==> config.mk <==
export PLATFORM = sky130hd
export DESIGN_NAME = div_preset_ctrl
export DESIGN_NICKNAME = d
export VERILOG_FILES = /design/src/rtl/div_preset_ctrl_pkg.sv /design/src/rtl/div_preset_ctrl_prog_fdiv.sv /design/src/rtl/div_preset_ctrl.sv
export SDC_FILE = /design/constraint.sdc
export NUM_CORES = 1
export LEC_CHECK = 0
export CORE_MARGIN = 2
export CORE_UTILIZATION = 50
export CTS_BUF_LIST = sky130_fd_sc_hd__clkbuf_16
export DETAILED_ROUTE_END_ITERATION = 7
export GPL_ROUTABILITY_DRIVEN = 0
export PLACE_DENSITY = 0.67
export SLEW_MARGIN = 20
export SYNTH_ARGS = -nofsm -noshare
export SYNTH_HDL_FRONTEND = slang
export SYNTH_SLANG_ARGS = --single-unit
==> constraint.sdc <==
create_clock -name fin -period 5.3 [get_ports fin]
set_clock_uncertainty 0.2 [all_clocks]
set_input_delay 0.795 -clock fin [delete_from_list [all_inputs] [get_ports fin]]
set_output_delay 0.795 -clock fin [all_outputs]
set_load 0.05 [all_outputs]
==> src/rtl/div_preset_ctrl_pkg.sv <==
// Shared types and helpers for the preset-table frequency divider controller.
package div_ctrl_pkg;

    localparam int DIV_W = 32;

    typedef logic [1:0] idx_t;

    typedef enum logic [1:0] {
        IDLE = 2'd0,
        RUN  = 2'd1,
        PEND = 2'd2
    } state_t;

    localparam idx_t IDX_MIN = 2'd0;
    localparam idx_t IDX_MAX = 2'd3;

    function automatic logic [DIV_W-1:0] preset_for(
        input idx_t             idx,
        input logic [DIV_W-1:0] p0,
        input logic [DIV_W-1:0] p1,
        input logic [DIV_W-1:0] p2,
        input logic [DIV_W-1:0] p3
    );
        logic [DIV_W-1:0] r;
        case (idx)
            2'd0:    r = p0;
            2'd1:    r = p1;
            2'd2:    r = p2;
            2'd3:    r = p3;
            default: r = p0;
        endcase
        return r;
    endfunction

endpackage

==> src/rtl/div_preset_ctrl_prog_fdiv.sv <==
// Programmable divider core: counter 1..divn, half compare, registered fout and tick.
// wrap flags the last cycle of a period so the controller can commit a new ratio there.
module prog_fdiv
    import div_ctrl_pkg::*;
(
    input  logic             fin,
    input  logic             rst_n,
    input  logic             en,
    input  logic             reload,
    input  logic [DIV_W-1:0] divn,
    output logic             fout,
    output logic             tick,
    output logic             wrap
);

    logic [DIV_W-1:0] count_r;
    logic [DIV_W-1:0] count_s;
    logic [DIV_W-1:0] half_s;
    logic             fout_s;
    logic             tick_s;

    assign half_s = divn >> 1;
    assign wrap   = en && (count_r == divn);

    // Next counter value and output levels; a disabled divider parks at count 1 with outputs low.
    always_comb begin
        count_s = 32'd1;
        fout_s  = 1'b0;
        tick_s  = 1'b0;
        if (en) begin
            if (wrap || reload) begin
                count_s = 32'd1;
            end else begin
                count_s = count_r + 32'd1;
            end
            fout_s = (count_r > half_s);
            tick_s = wrap;
        end else begin
            count_s = 32'd1;
            fout_s  = 1'b0;
            tick_s  = 1'b0;
        end
    end

    // Counter and output registers.
    always_ff @(posedge fin or negedge rst_n) begin
        if (!rst_n) begin
            count_r <= 32'd1;
            fout    <= 1'b0;
            tick    <= 1'b0;
        end else begin
            count_r <= count_s;
            fout    <= fout_s;
            tick    <= tick_s;
        end
    end

endmodule

==> src/rtl/div_preset_ctrl.sv <==
// Preset-stepping divider controller: button sync/edge detect, target index, commit FSM.
// Optional button debounce is compiled in with DIV_PRESET_CTRL_DEBOUNCE_EN.
module div_preset_ctrl
    import div_ctrl_pkg::*;
#(
    parameter int unsigned PRESET0    = 32'd50000000,
    parameter int unsigned PRESET1    = 32'd5000000,
    parameter int unsigned PRESET2    = 32'd50000,
    parameter int unsigned PRESET3    = 32'd2000,
    parameter int unsigned DEB_CYCLES = 32'd1000000
)(
    input  logic       fin,
    input  logic       rst_n,
    input  logic       btn_up,
    input  logic       btn_dn,
    input  logic       run,
    output logic       fout,
    output logic       tick,
    output logic [1:0] sel,
    output logic       pending
);

    // bit 0 = up, bit 1 = down
    logic [1:0]       btn_meta_r;
    logic [1:0]       btn_sync_r;
    logic [1:0]       btn_lvl_s;
    logic [1:0]       btn_prev_r;
    logic [1:0]       rise_s;
    idx_t             target_r;
    idx_t             target_s;
    idx_t             sel_r;
    idx_t             sel_s;
    state_t           state_r;
    state_t           state_s;
    logic             pending_r;
    logic             reload_s;
    logic             en_s;
    logic             wrap_s;
    logic [DIV_W-1:0] divn_s;

    // Two-flop synchronizer for the asynchronous buttons.
    always_ff @(posedge fin or negedge rst_n) begin
        if (!rst_n) begin
            btn_meta_r <= 2'b00;
            btn_sync_r <= 2'b00;
        end else begin
            btn_meta_r <= {btn_dn, btn_up};
            btn_sync_r <= btn_meta_r;
        end
    end

`ifdef DIV_PRESET_CTRL_DEBOUNCE_EN
    logic [1:0]  deb_lvl_r;
    logic [31:0] deb_cnt_r [2];

    // A new level is accepted only after it has held for DEB_CYCLES consecutive cycles.
    always_ff @(posedge fin or negedge rst_n) begin
        if (!rst_n) begin
            deb_lvl_r    <= 2'b00;
            deb_cnt_r[0] <= 32'd0;
            deb_cnt_r[1] <= 32'd0;
        end else begin
            for (int i = 0; i < 2; i++) begin
                if (btn_sync_r[i] == deb_lvl_r[i]) begin
                    deb_cnt_r[i] <= 32'd0;
                end else if (deb_cnt_r[i] >= (DEB_CYCLES - 32'd1)) begin
                    deb_lvl_r[i] <= btn_sync_r[i];
                    deb_cnt_r[i] <= 32'd0;
                end else begin
                    deb_cnt_r[i] <= deb_cnt_r[i] + 32'd1;
                end
            end
        end
    end

    assign btn_lvl_s = deb_lvl_r;
`else
    logic deb_unused_s;
    assign deb_unused_s = (DEB_CYCLES != 32'd0);
    assign btn_lvl_s    = btn_sync_r;
`endif

    // Previous level for rising-edge detection.
    always_ff @(posedge fin or negedge rst_n) begin
        if (!rst_n) begin
            btn_prev_r <= 2'b00;
        end else begin
            btn_prev_r <= btn_lvl_s;
        end
    end

    assign rise_s = btn_lvl_s & ~btn_prev_r;

    // Saturating target index; simultaneous up and down cancel out.
    always_comb begin
        target_s = target_r;
        if (rise_s[0] && !rise_s[1]) begin
            if (target_r != IDX_MAX) begin
                target_s = target_r + 2'd1;
            end else begin
                target_s = target_r;
            end
        end else if (rise_s[1] && !rise_s[0]) begin
            if (target_r != IDX_MIN) begin
                target_s = target_r - 2'd1;
            end else begin
                target_s = target_r;
            end
        end else begin
            target_s = target_r;
        end
    end

    // Commit FSM: selection changes only while idle or on a period boundary.
    always_comb begin
        state_s  = state_r;
        sel_s    = sel_r;
        reload_s = 1'b0;
        case (state_r)
            IDLE: begin
                sel_s = target_r;
                if (run) begin
                    state_s = RUN;
                end else begin
                    state_s = IDLE;
                end
            end
            RUN: begin
                if (!run) begin
                    state_s = IDLE;
                end else if (target_r != sel_r) begin
                    state_s = PEND;
                end else begin
                    state_s = RUN;
                end
            end
            PEND: begin
                if (!run) begin
                    state_s = IDLE;
                end else if (wrap_s) begin
                    sel_s    = target_r;
                    reload_s = 1'b1;
                    state_s  = RUN;
                end else if (target_r == sel_r) begin
                    state_s = RUN;
                end else begin
                    state_s = PEND;
                end
            end
            default: begin
                state_s = IDLE;
            end
        endcase
    end

    // Controller state registers.
    always_ff @(posedge fin or negedge rst_n) begin
        if (!rst_n) begin
            state_r   <= IDLE;
            target_r  <= 2'd0;
            sel_r     <= 2'd0;
            pending_r <= 1'b0;
        end else begin
            state_r   <= state_s;
            target_r  <= target_s;
            sel_r     <= sel_s;
            pending_r <= (target_r != sel_r);
        end
    end

    assign en_s   = run && (state_r != IDLE);
    assign divn_s = preset_for(sel_r, PRESET0, PRESET1, PRESET2, PRESET3);

    prog_fdiv u_fdiv (
        .fin    (fin),
        .rst_n  (rst_n),
        .en     (en_s),
        .reload (reload_s),
        .divn   (divn_s),
        .fout   (fout),
        .tick   (tick),
        .wrap   (wrap_s)
    );

    assign sel     = sel_r;
    assign pending = pending_r;

endmodule
==> results_dict.tcl, run 1 <==
set metrics [dict create \
    synth-compound-area-share_pct 9.16 \
    ys.flop_type "dfrtp_1" \
    vias 2254 \
    setup-violations-final 0 \
    maxSlewViolCount 0 \
    grt_overflow_total 0 \
    crit_chain "inv_1 > ha_1 > inv_1 > ha_1 > nor4bb_1 > o211ai_1 > nor4_2 > a21o_1 > or2_2" \
    tns_ps 0 \
    die_area_mm2 0.00647 \
    final_cell_area_mm2 0.00323 \
    postCtsSetupBuffers 0 \
    portBuffers 9 \
    cap_violations 0 \
    synthMuxAreaShare_pct 0.685 \
    syn_to_final_growth_pct 10.6 \
    power.density_mw_per_mm2 377 \
    async_flop_share_pct 100 \
    path_delay_family "compound AO/OA/AOI/OAI gates" \
    cp.required_ps 5330 \
    yosys.area_share.simple_pct 24.9 \
    antenna_found_initial 0 \
    grt.total_usage_pct 21.9 \
    row_count 27 \
    seq_area_frac_synth_pct 40.3 \
    whs_ps 155 \
    cts_buffer_depth 2 \
    die-width_um 80.4 \
    dp_cells 378 \
    synth_xor_area_share_pct 10.5 \
    status "finished, final reports clean" \
    path_clk_slew_ps 60 \
    grt_max_degree 48 \
    cp_slowest_cell "a21o_1" \
    final_util_pct 58.0 \
    critPathKind "flip-flop to flip-flop" \
    drc 0 \
    grt_first_pass_wirelength_um 10900 \
    r2r_cells 9 \
    fill_cells 485 \
    synth_top_family_by_area "simple AND/OR/NAND/NOR gates" \
    dp_hpwl_um 4420 \
    initial_core_util_pct 52.4 \
    fmax_mhz 246 \
    wl_per_cell_um 16.2 \
    place_worst_setup_slack_ps 1290 \
    p_leak_nw 1.34 \
    synth_cell_types 50 \
    path_buf_inv 2 \
    htreeDepth 2 \
    drt-total-wl_um 6260 \
    clock_sinks 47 \
    cpPeakStageDelay_ps 890 \
    fin_ws_ps 1240 \
    ctsHoldBuffers 0 \
    hold_path_class "flip-flop to flip-flop" \
    ant_nets 0 \
    worstReg2RegEnd "u_fdiv.count_r[0]$_DFF_PN1_" \
    ys.warnings.count 0 \
    cts_root_buf "clkbuf_16" \
    synth_fp_nets 335 \
    drt_iter0_drc 159 \
    synth_edf_count 0 \
    min_from "btn_meta_r[1]$_DFF_PN0_" \
    worstMarginPinSlew_ps 1040 \
    start_kind "flip-flop" \
    seq_area_mm2 0.00118 \
    syn_area_mm2 0.00292 \
    synthAdderAreaFrac_pct 11.1 \
    grt_pass1_vias 2210 \
    place_area_mm2 0.00306 \
    worstPathMaxFanout 32 \
    n_antenna_cell 0 \
    post-route-period-util_pct 76.6 \
    r2r_start "sel[1]$_DFFE_PN0P_" \
    synthCells 304 \
    drive_gt1_share_pct 5.41 \
    irDropWorstVdd_mv 0.220 \
    die_h_um 80.4 \
    total_power_mw 1.22 \
    final_nets 344 \
    rsz0062_at_grt "false" \
    tritoncts "yes" \
    r2r_slack_ps 1240 \
    layout_min_cycle_time_ps 4060 \
    fp.coreArea_mm2 0.00557 \
    relSlewSlack_pct 30.8 \
    cts_buffers 5 \
    endpoint_kind "flip-flop" \
    whs_endpoint "btn_lvl_s[1]$_DFF_PN0_" \
    hold_viol 0 \
    multi_input_area_mm2 0.00165 \
    cp.arrival_ps 4090 \
    holdPathStages 0 \
    vias_per_cell 5.84 \
    clk_latency_ps 290 \
    final_cells 386 \
    avgSynthCellArea_um2 9.61 \
    ioPinCount 10 \
    firstDrtPassIters 4 \
    ys_ff_latch 47 \
    post_cts_resized 0 \
]
cells in the mapped netlist (3+ instances only):
cell type	n	area share, %
nor3_1	11	1.9
nor2_1	42	5.4
nand4_1	9	1.9
o21ai_0	7	1.2
nor2b_1	3	0.64
and2_1	3	0.64
and3b_1	3	0.90
nand3_1	11	1.9
a211oi_1	3	0.77
inv_1	17	2.2
dfrtp_1	46	39
a21oi_1	3	0.51
o2111ai_1	3	0.90
buf_2	4	0.69
xor2_1	6	1.8
and3_1	4	0.86
nand2_1	19	2.4
nor4_1	7	1.5
ha_1	26	11
xnor2_1	29	8.7
and4_1	4	1.2
area by class of cell:
class,instances,share of cell area [%]
Multi-Input combinational cell,233,51.0
Sequential cell,47,36.4
Clock buffer,5,3.87
Tap cell,72,2.79
Timing Repair Buffer,9,2.71
Inverter,17,1.98
Clock inverter,3,1.20
registers in the layout, indices dropped and copies added (netlist names):
name,count
target_r,2
btn_lvl_s,2
btn_prev_r,2
u_fdiv.fout,1
u_fdiv.tick,1
u_fdiv.count_r,32
pending,1
btn_meta_r,2
sel,2
state_r,2
cell families (layout without fill, tap and decap cells):
logic type                 count (synthesis)  count (layout)
DFF                                       47              47
muxes                                      2               2
adders and majority gates                 26              26
and+or+nand+nor                          133             133
buffers and inverters                     24              34
xor gates and xnor gates                  35              35
AOI/OAI and AO/OA                         37              37
worst max path at each step:
stage | from | to | slack, ps | depth (start not counted)
detailed placement | sel[1]$_DFFE_PN0P_ | u_fdiv.count_r[31]$_DFF_PN0_ | 1290 | 9
finish | sel[1]$_DFFE_PN0P_ | u_fdiv.count_r[0]$_DFF_PN1_ | 1240 | 9
global route | sel[1]$_DFFE_PN0P_ | u_fdiv.count_r[26]$_DFF_PN0_ | 880 | 9
global placement | sel[1]$_DFFE_PN0P_ | u_fdiv.count_r[0]$_DFF_PN1_ | 1500 | 9
CTS | sel[1]$_DFFE_PN0P_ | u_fdiv.count_r[31]$_DFF_PN0_ | 1260 | 9
floorplan | sel[1]$_DFFE_PN0P_ | u_fdiv.count_r[22]$_DFF_PN0_ | 2180 | 10
cells in the final DEF (no fill, tap or decap), types with 3 or more instances in the layout:
cell | netlist | final
nor3_1 | 11 | 11
and3b_1 | 3 | 3
xnor2_1 | 29 | 29
dfrtp_1 | 46 | 46
nand3_1 | 11 | 11
inv_1 | 17 | 17
nor4_1 | 7 | 7
nor2b_1 | 3 | 3
ha_1 | 26 | 26
clkdlybuf4s50_1 | 0 | 8
nand2_1 | 19 | 19
and3_1 | 4 | 4
and2_1 | 3 | 3
clkbuf_16 | 0 | 5
a21oi_1 | 3 | 3
o2111ai_1 | 3 | 3
xor2_1 | 6 | 6
nor2_1 | 42 | 42
a211oi_1 | 3 | 3
o21ai_0 | 7 | 7
and4_1 | 4 | 4
nand4_1 | 9 | 9
report_power, final:
| part | total [mW] | internal (mW) | switching [mW] | leakage, nW |
|---|---|---|---|---|
| combinational | 0.425 | 0.156 | 0.269 | 0.622 |
| clock | 0.350 | 0.220 | 0.130 | 0.0812 |
| sequential | 0.444 | 0.394 | 0.0500 | 0.632 |
metal layers:
metal	share of wire (%)	GRT usage (%)	vias to the layer above
met4	2.1	7.63	0
met3	5.2	5.73	12
li1	-	-	1102
met1	49	30.7	1084
met2	44	32.8	56
met5	0	0	-
Power figures use the tool's default switching activity.
==> inputs of run 2 (changes only) <==
- clock period: 5.3 -> 4 ns (I/O delays scaled with it)
==> results_dict.tcl, run 2 (synthesis gave the netlist of run 1 again) <==
set metrics [dict create \
    drc 0 \
    cts_buffers 5 \
    seq_area_mm2 0.00118 \
    tns_ps 0 \
    ant_nets 0 \
    path_clk_slew_ps 70 \
    row_count 27 \
    grt_overflow_total 0 \
    endpoint_kind "flip-flop" \
    worstMarginPinSlew_ps 671 \
    r2r_cells 10 \
    dp_cells 380 \
    wl_per_cell_um 16.3 \
    fp.coreArea_mm2 0.00557 \
    mostFrequentLayoutCell "dfrtp_1" \
    cts_buffer_depth 2 \
    htreeDepth 2 \
    whs_ps 113 \
    syn_to_final_growth_pct 11.4 \
    dp_hpwl_um 4430 \
    status "finished, final reports clean" \
    final_cells 388 \
    total_power_mw 1.65 \
    start_kind "flip-flop" \
    rsz0062_at_grt "false" \
    worstReg2RegEnd "u_fdiv.count_r[0]$_DFF_PN1_" \
    worstPathMaxFanout 32 \
    power.density_mw_per_mm2 506 \
    seqPwrFrac_pct 34.7 \
    maxSlewViolCount 0 \
    multi_input_area_mm2 0.00165 \
    layout_common_cells "dfrtp_1 (46), nor2_1 (42), xnor2_1 (29)" \
    cap_violations 0 \
    ctsHoldBuffers 0 \
    hold_viol 0 \
    clk_latency_ps 290 \
    final_nets 346 \
    n_antenna_cell 0 \
    ioPinCount 10 \
    firstDrtPassIters 4 \
    hold_path_class "input pin to async pin" \
    relSlewSlack_pct 54.1 \
    postCtsSetupBuffers 0 \
    pwr-share-clk_pct 29.5 \
    crit_start "sel[0]$_DFFE_PN0P_" \
    die_h_um 80.4 \
    r2r_start "sel[0]$_DFFE_PN0P_" \
    internal_power_mw 1.04 \
    die_area_mm2 0.00647 \
    switching_share_pct 37.0 \
    setup-violations-final 0 \
    combPwrFrac_pct 35.8 \
    grt_max_degree 48 \
    cp.required_ps 4040 \
    vias 2256 \
    tritoncts "yes" \
    layout_min_cycle_time_ps 3440 \
    grt_pass1_vias 2141 \
    initial_core_util_pct 52.4 \
    cts_root_buf "clkbuf_16" \
    post_cts_resized 0 \
    drt-total-wl_um 6310 \
    drive_gt1_share_pct 6.33 \
    crit_end "u_fdiv.count_r[0]$_DFF_PN1_" \
    regMostFlops "u_fdiv.count_r" \
    fmax_mhz 291 \
    p_leak_nw 1.35 \
    post-route-period-util_pct 86.0 \
    clock_sinks 47 \
    portBuffers 9 \
    critPathKind "flip-flop to flip-flop" \
    r2r_slack_ps 560 \
    vias_per_cell 5.81 \
    irDropWorstVdd_mv 0.250 \
    fill_cells 491 \
    grt_first_pass_wirelength_um 10800 \
    p_sw_mw 0.609 \
    cp.arrival_ps 3480 \
    largest_reg_flops 32 \
    antenna_found_initial 0 \
    grt.total_usage_pct 22.0 \
    drt_iter0_drc 190 \
    die-width_um 80.4 \
]
[run 2: power groups by stage]
stage	combinational [mW]	clock, mW	sequential [mW]
2_1_floorplan	0.374	0	0.628
3_3_place_gp	0.579	0	0.577
3_5_place_dp	0.581	0	0.580
4_1_cts	0.589	0.492	0.571
5_1_grt	0.666	0.511	0.580
6_report	0.588	0.486	0.572
[run 2: area by class of cell]
cell class	instances	area share (%)
Sequential cell	47	36.2
Clock inverter	3	1.46
Multi-Input combinational cell	233	50.6
Clock buffer	5	3.84
Tap cell	72	2.77
Timing Repair Buffer	11	3.15
Inverter	17	1.96
[run 2: critical path, stage by stage, from the launching register on]
cell	delay, ps
dfrtp_1	440
inv_1	120
ha_1	350
inv_1	220
ha_1	360
nor4bb_1	380
o211ai_1	180
nor4_2	410
a21o_1	200
buf_4	310
or2_2	170
[run 2: worst min-delay path by stage]
stage / slack [ps] / start / depth (start not counted) / endpoint
after CTS: 160 / btn_meta_r[1]$_DFF_PN0_ / 0 / btn_lvl_s[1]$_DFF_PN0_
after detailed placement: 140 / btn_meta_r[1]$_DFF_PN0_ / 0 / btn_lvl_s[1]$_DFF_PN0_
after floorplan: 100 / rst_n / 0 / btn_lvl_s[0]$_DFF_PN0_
after global placement: 130 / btn_meta_r[1]$_DFF_PN0_ / 0 / btn_lvl_s[1]$_DFF_PN0_
final: 110 / rst_n / 1 / u_fdiv.count_r[16]$_DFF_PN0_
after global routing: 170 / btn_meta_r[1]$_DFF_PN0_ / 0 / btn_lvl_s[1]$_DFF_PN0_
[run 2: through the flow]
step,setup slack (ps),instance area [um^2],util [%]
2_1_floorplan,883,2920,-
6_report,560,3250,58.4
4_1_cts,589,3250,58.3
3_5_place_dp,626,3080,55.2
3_3_place_gp,819,3080,55.2
5_1_grt,271,3250,58.4
[run 2: per-layer routing]
| layer | part of all wire, % | GRT usage, % | vias to the layer above | wire [um] |
|---|---|---|---|---|
| li1 | - | - | 1112 | - |
| met1 | 51 | 33.0 | 1087 | 3230 |
| met2 | 44 | 32.1 | 49 | 2750 |
| met3 | 3.9 | 3.60 | 8 | 249 |
| met4 | 1.3 | 7.46 | 0 | 81 |
| met5 | 0 | 0 | - | 0 |
